$ cat config.mk
export PLATFORM = sky130hd
export DESIGN_NAME = bsg_cgol_host_driver
export DESIGN_NICKNAME = d
export VERILOG_FILES = /design/src/rtl/bsg_cgol_host_driver.sv
export SDC_FILE = /design/constraint.sdc
export NUM_CORES = 1
export LEC_CHECK = 0
export CAP_MARGIN = 20
export CORE_MARGIN = 5
export CORE_UTILIZATION = 38
export DETAILED_ROUTE_END_ITERATION = 10
export GPL_TIMING_DRIVEN = 1
export PLACE_DENSITY = 0.77
export SLEW_MARGIN = 40
export SYNTH_ARGS = -nofsm -noshare
export SYNTH_HDL_FRONTEND = slang
export SYNTH_SLANG_ARGS = --single-unit
$ cat constraint.sdc
create_clock -name clk_i -period 1.8 [get_ports clk_i]
set_clock_uncertainty 0.2 [all_clocks]
set_input_delay 0.36 -clock clk_i [delete_from_list [all_inputs] [get_ports clk_i]]
set_output_delay 0.36 -clock clk_i [all_outputs]
set_load 0.005 [all_outputs]
$ cat src/rtl/bsg_cgol_host_driver.sv
// Purpose: serialize a parallel (board, frames) request into the core's 64-bit word stream, then gather the result words into a parallel board.
// Latency: first word one cycle after start is accepted; done_v_o one cycle after the last result word is accepted.
// Backpressure: send words hold while ready_i is low; start is only taken in IDLE; the response holds until done_yumi_i.
module bsg_cgol_host_driver #(
    // Overridden per instance; the defaults only give a standalone build a legal shape.
    parameter int board_width_p     = 8,
    parameter int max_game_length_p = 16,
    localparam int num_total_cells_lp   = board_width_p * board_width_p,
    localparam int game_length_width_lp = ((max_game_length_p + 1) <= 1) ? 1 : $clog2(max_game_length_p + 1),
    localparam int words_lp             = (num_total_cells_lp + 63) / 64,
    localparam int cnt_width_lp         = ((words_lp + 1) <= 1) ? 1 : $clog2(words_lp + 1)
) (
    input  logic                            clk_i,
    input  logic                            reset_n_i,
    input  logic [num_total_cells_lp-1:0]   board_i,
    input  logic [game_length_width_lp-1:0] frames_i,
    input  logic                            start_v_i,
    output logic                            start_ready_o,
    output logic [63:0]                     data_o,
    output logic                            v_o,
    input  logic                            ready_i,
    input  logic [63:0]                     data_i,
    input  logic                            v_i,
    output logic                            yumi_o,
    output logic [num_total_cells_lp-1:0]   board_o,
    output logic                            done_v_o,
    input  logic                            done_yumi_i
);

    typedef enum logic [2:0] {
        IDLE        = 3'd0,
        SEND_FRAMES = 3'd1,
        SEND_CELLS  = 3'd2,
        RECV        = 3'd3,
        DONE        = 3'd4
    } state_e;

    localparam logic [cnt_width_lp-1:0]         last_word_lp  = cnt_width_lp'(words_lp - 1);
    localparam logic [game_length_width_lp-1:0] max_frames_lp = game_length_width_lp'(max_game_length_p);

    state_e                          state_q,  state_d;
    logic [cnt_width_lp-1:0]         cnt_q,    cnt_d;
    logic [game_length_width_lp-1:0] frames_q, frames_d;
    logic [num_total_cells_lp-1:0]   cells_q,  cells_d;
    logic [num_total_cells_lp-1:0]   board_q,  board_d;

    logic [words_lp*64-1:0]          cells_pad;
    logic [63:0]                     cell_word;

    // Select the outgoing cell word; bits past the last cell come out as zero.
    always_comb begin
        cells_pad = '0;
        cells_pad[num_total_cells_lp-1:0] = cells_q;
        cell_word = '0;
        for (int k = 0; k < words_lp; k++) begin
            if (cnt_q == cnt_width_lp'(k)) begin
                cell_word = cells_pad[k*64 +: 64];
            end
        end
    end

    // Next-state, counter, request latch and result assembly.
    always_comb begin
        state_d  = state_q;
        cnt_d    = cnt_q;
        frames_d = frames_q;
        cells_d  = cells_q;
        board_d  = board_q;
        case (state_q)
            IDLE: begin
                if (start_v_i) begin
                    frames_d = (frames_i > max_frames_lp) ? max_frames_lp : frames_i;
                    cells_d  = board_i;
                    cnt_d    = '0;
                    state_d  = SEND_FRAMES;
                end
            end
            SEND_FRAMES: begin
                if (ready_i) begin
                    state_d = SEND_CELLS;
                end
            end
            SEND_CELLS: begin
                if (ready_i) begin
                    if (cnt_q == last_word_lp) begin
                        cnt_d   = '0;
                        state_d = RECV;
                    end else begin
                        cnt_d = cnt_q + cnt_width_lp'(1);
                    end
                end
            end
            RECV: begin
                if (v_i) begin
                    // Only cells that exist are written; padding bits of the last word fall away.
                    for (int i = 0; i < num_total_cells_lp; i++) begin
                        if (cnt_q == cnt_width_lp'(i / 64)) begin
                            board_d[i] = data_i[i % 64];
                        end
                    end
                    if (cnt_q == last_word_lp) begin
                        cnt_d   = '0;
                        state_d = DONE;
                    end else begin
                        cnt_d = cnt_q + cnt_width_lp'(1);
                    end
                end
            end
            DONE: begin
                if (done_yumi_i) begin
                    state_d = IDLE;
                end
            end
            default: state_d = IDLE;
        endcase
    end

    // State register; reset abandons any transaction and clears the result.
    always_ff @(posedge clk_i or negedge reset_n_i) begin
        if (!reset_n_i) begin
            state_q  <= IDLE;
            cnt_q    <= '0;
            frames_q <= '0;
            cells_q  <= '0;
            board_q  <= '0;
        end else begin
            state_q  <= state_d;
            cnt_q    <= cnt_d;
            frames_q <= frames_d;
            cells_q  <= cells_d;
            board_q  <= board_d;
        end
    end

    // Outputs decode registered state only, except yumi_o which follows v_i in RECV.
    always_comb begin
        start_ready_o = (state_q == IDLE);
        v_o           = (state_q == SEND_FRAMES) || (state_q == SEND_CELLS);
        done_v_o      = (state_q == DONE);
        yumi_o        = (state_q == RECV) && v_i;
        board_o       = board_q;
        case (state_q)
            SEND_FRAMES: data_o = 64'(frames_q);
            SEND_CELLS:  data_o = cell_word;
            default:     data_o = '0;
        endcase
    end

endmodule

==> results.py <==
metrics = {
    "run_status": {
        "status": "complete, but fails checks",
        "violations": "setup timing",
    },
    "grt": {
        "first_global_vias": 5022,
        "grt_start_max_net_pins": 47,
        "met1_usage_pct": 23.4,
        "grt_util_all_layers_pct": 20.1,
        "grt_overflow": 0,
        "met3_usage_pct": 4.38,
        "grt_pass1_wl_um": 28300,
        "use_met2_pct": 36.1,
        "grt_antenna_before_repair": 0,
        "top_usage_layer": "met2",
    },
    "setup_path": {
        "crit_top_cell": "buf_12",
        "reg2reg_slack_ns": -0.44,
        "cpMaxStageDelayCell": "dfrtp_1",
        "path_max_fanout": 6,
        "critical_path_buf_inv_count": 4,
        "crit_chain": "nor2b_4 -> and2b_4 -> buf_12 -> buf_16 -> buf_12 -> and2_4 -> buf_6",
        "crit_family": "buffers and inverters",
        "slowest_delay_ns": 0.39,
        "r2r_end": "cells_pad[3]",
        "worstSetupEndpointType": "primary output",
        "cp_data_required_time_ns": 1.24,
        "arrival_ns": 1.77,
        "worstRegToRegCells": 9,
        "crit_type": "reg2out",
        "r2r_start": "state_q[0]",
        "startpoint_type": "flop",
    },
    "logic_synthesis": {
        "yosysUniqueCellTypes": 28,
        "yosysWarningCount": 0,
        "netlist_instances": 391,
        "syn-num-nets": 530,
        "ys_seq_elements": 136,
        "yosysSeqAreaShare_pct": 56.8,
        "syn-mean-instance-area_um2": 15.3,
        "netlist_area_mm2": 0.00599,
    },
    "timing": {
        "timing.hold.ws_ns": 0.197,
        "worst_pin_slew_ns": 0.299,
        "fmax_ghz": 0.430,
        "rsz0062_at_grt": "yes",
        "finalCritPeriodShare_pct": 129,
        "hold_viol": 0,
        "drv_slew": 0,
        "finalSetupTns_ns": -67.94,
        "period_minus_slack_ns": 2.33,
        "finalSetupViolations": 201,
        "fin_ws_ns": -0.525,
        "max_slew_margin_pct": 80.0,
    },
    "clocking": {
        "cts_buffer_depth": 2,
        "cts-root-buf": "clkbuf_16",
        "clk_pin_slew_ns": 0.06,
        "cts_sinks": 136,
        "htreeDepth": 4,
        "clk-insertion-delay-late_ns": 0.41,
        "cts_tree": "built",
        "cts-buffers-inserted": 17,
    },
    "power": {
        "power_density_mw_per_mm2": 1710,
        "peakVddDrop_mv": 0.780,
        "leakagePower_uw": 0.00559,
    },
    "floorplan": {
        "placement_rows": 46,
        "die_w_um": 136,
        "start_util_pct": 38.3,
        "die_area_mm2": 0.0184,
        "core_mm2": 0.0157,
        "io_pins": 271,
        "die_y_um": 136,
    },
    "place": {
        "place.gp.congestion": 0.823,
        "place_area_mm2": 0.00905,
        "dp_hpwl_um": 12300,
        "numPortBuffers": 270,
        "placedCellCount": 884,
    },
    "layout": {
        "drive_gt1_share_pct": 47.4,
        "fin_nets": 871,
        "area_delta_synth_final_pct": 82.6,
        "final_cells": 961,
        "layout_common_cells": "clkdlybuf4s50_1, dfrtp_1, mux2_4",
        "final_area_mm2": 0.0109,
        "diodes": 0,
        "final_common_cell": "clkdlybuf4s50_1",
    },
    "route": {
        "initialDrtViolationCount": 165,
        "wire_per_inst_um": 20.5,
        "ant_nets": 0,
        "num_vias": 4496,
        "drt-total-wl_um": 19700,
        "route.detailed.drc": 0,
        "firstDrtPassIters": 4,
        "viasPerCell": 4.68,
    },
    "worst_hold_path": {
        "min_path_type": "in2async",
    },
    "job": {
        "drv_cap": 0,
    },
}
[cells in the mapped netlist, drive strengths merged]
library cell,instances,area [µm²]
mux2,129,1680
and2,59,369
clkbuf,6,23.8
inv,7,26.3
nand4b,1,8.76
nor2b,4,32.5
o21ai,4,20.0
buf,19,246
mux2i,1,10.0
and2b,1,8.76
nor2,6,22.5
a21o,1,7.51
nand2,1,3.75
nor3,2,10.0
o21ba,1,10.0
a22oi,6,45.0
nand3b,4,30.0
nor3b,1,7.51
dfrtp,136,3400
nor4b,1,23.8
a211oi,1,7.51
[area by class of cell]
| type | count | area (µm²) |
|---|---|---|
| multi-input combinational | 223 | 2650 |
| sequential | 136 | 3400 |
| clock inverter | 11 | 265 |
| timing repair buffer | 347 | 3860 |
| inverter | 7 | 26.3 |
| tap | 216 | 270 |
| fill | 1048 | 4710 |
| clock buffer | 21 | 470 |
[worst max path at each step]
stage | start | end | slack, ns | cells past startpoint
after detailed placement | v_i | board_o[30] | -0.40 | 5
after global placement | v_i | yumi_o | -0.38 | 4
final | state_q[1] | data_o[14] | -0.53 | 7
after floorplan | state_q[1] | data_o[11] | -0.01 | 6
after global routing | state_q[1] | data_o[14] | -0.59 | 7
after CTS | state_q[0] | data_o[47] | -0.56 | 6
[routing by layer]
| layer | up-vias | routed length (µm) |
|---|---|---|
| met1 | 2264 | 7740 |
| met5 | - | 0 |
| li1 | 2023 | - |
| met4 | 0 | 455 |
| met2 | 178 | 10500 |
| met3 | 31 | 1040 |
[report_power, final]
part | internal [µW] | switching [µW] | leakage [µW]
clock network | 3000 | 1320 | 0.000354
registers | 4640 | 939 | 0.00162
logic | 6030 | 2850 | 0.00362
[through the flow]
stage	setup slack (ns)	total power, µW	utilization (%)
after global routing	-0.585	19600	69.9
after floorplan	-0.00953	8910	-
after detailed placement	-0.398	12600	57.8
after CTS	-0.559	18500	68.1
final	-0.525	18800	69.9
after global placement	-0.377	12300	57.8
[flip-flops by register name, indices dropped and copies added, names as in the netlist]
| name | flops |
|---|---|
| cells_pad | 64 |
| state_q | 3 |
| frames_q | 5 |
| board_o | 64 |
[kinds of logic (layout without fill, tap and decap cells)]
kind of cell	count (synthesis)	count (layout)	share of synthesized area [%]
AO/OA/AOI/OAI	13	13	1.50
buffers and inverters	32	386	4.95
flip-flops	136	136	56.8
multiplexers	130	130	28.2
AND/OR/NAND/NOR	80	80	8.62
[worst reg2reg max path, cell delays in order, from the launching register on]
cell and delay, ns:
dfrtp_1 0.42, buf_6 0.14, buf_6 0.11, buf_6 0.11, nor4b_4 0.27, buf_4 0.18
buf_12 0.16, buf_12 0.12, buf_8 0.12, mux2_4 0.30
[timing repair]
action                                 in CTS  in global routing
pin swaps                                   9                 16
endpoints found under the hold margin     136                  0
setup endpoints to repair                 245                247
gates cloned                               12                  3
setup buffers                              26                 21
resized for setup                         378                148
hold buffers                                1                  0
No activity file was read; power rests on OpenSTA's default activity.
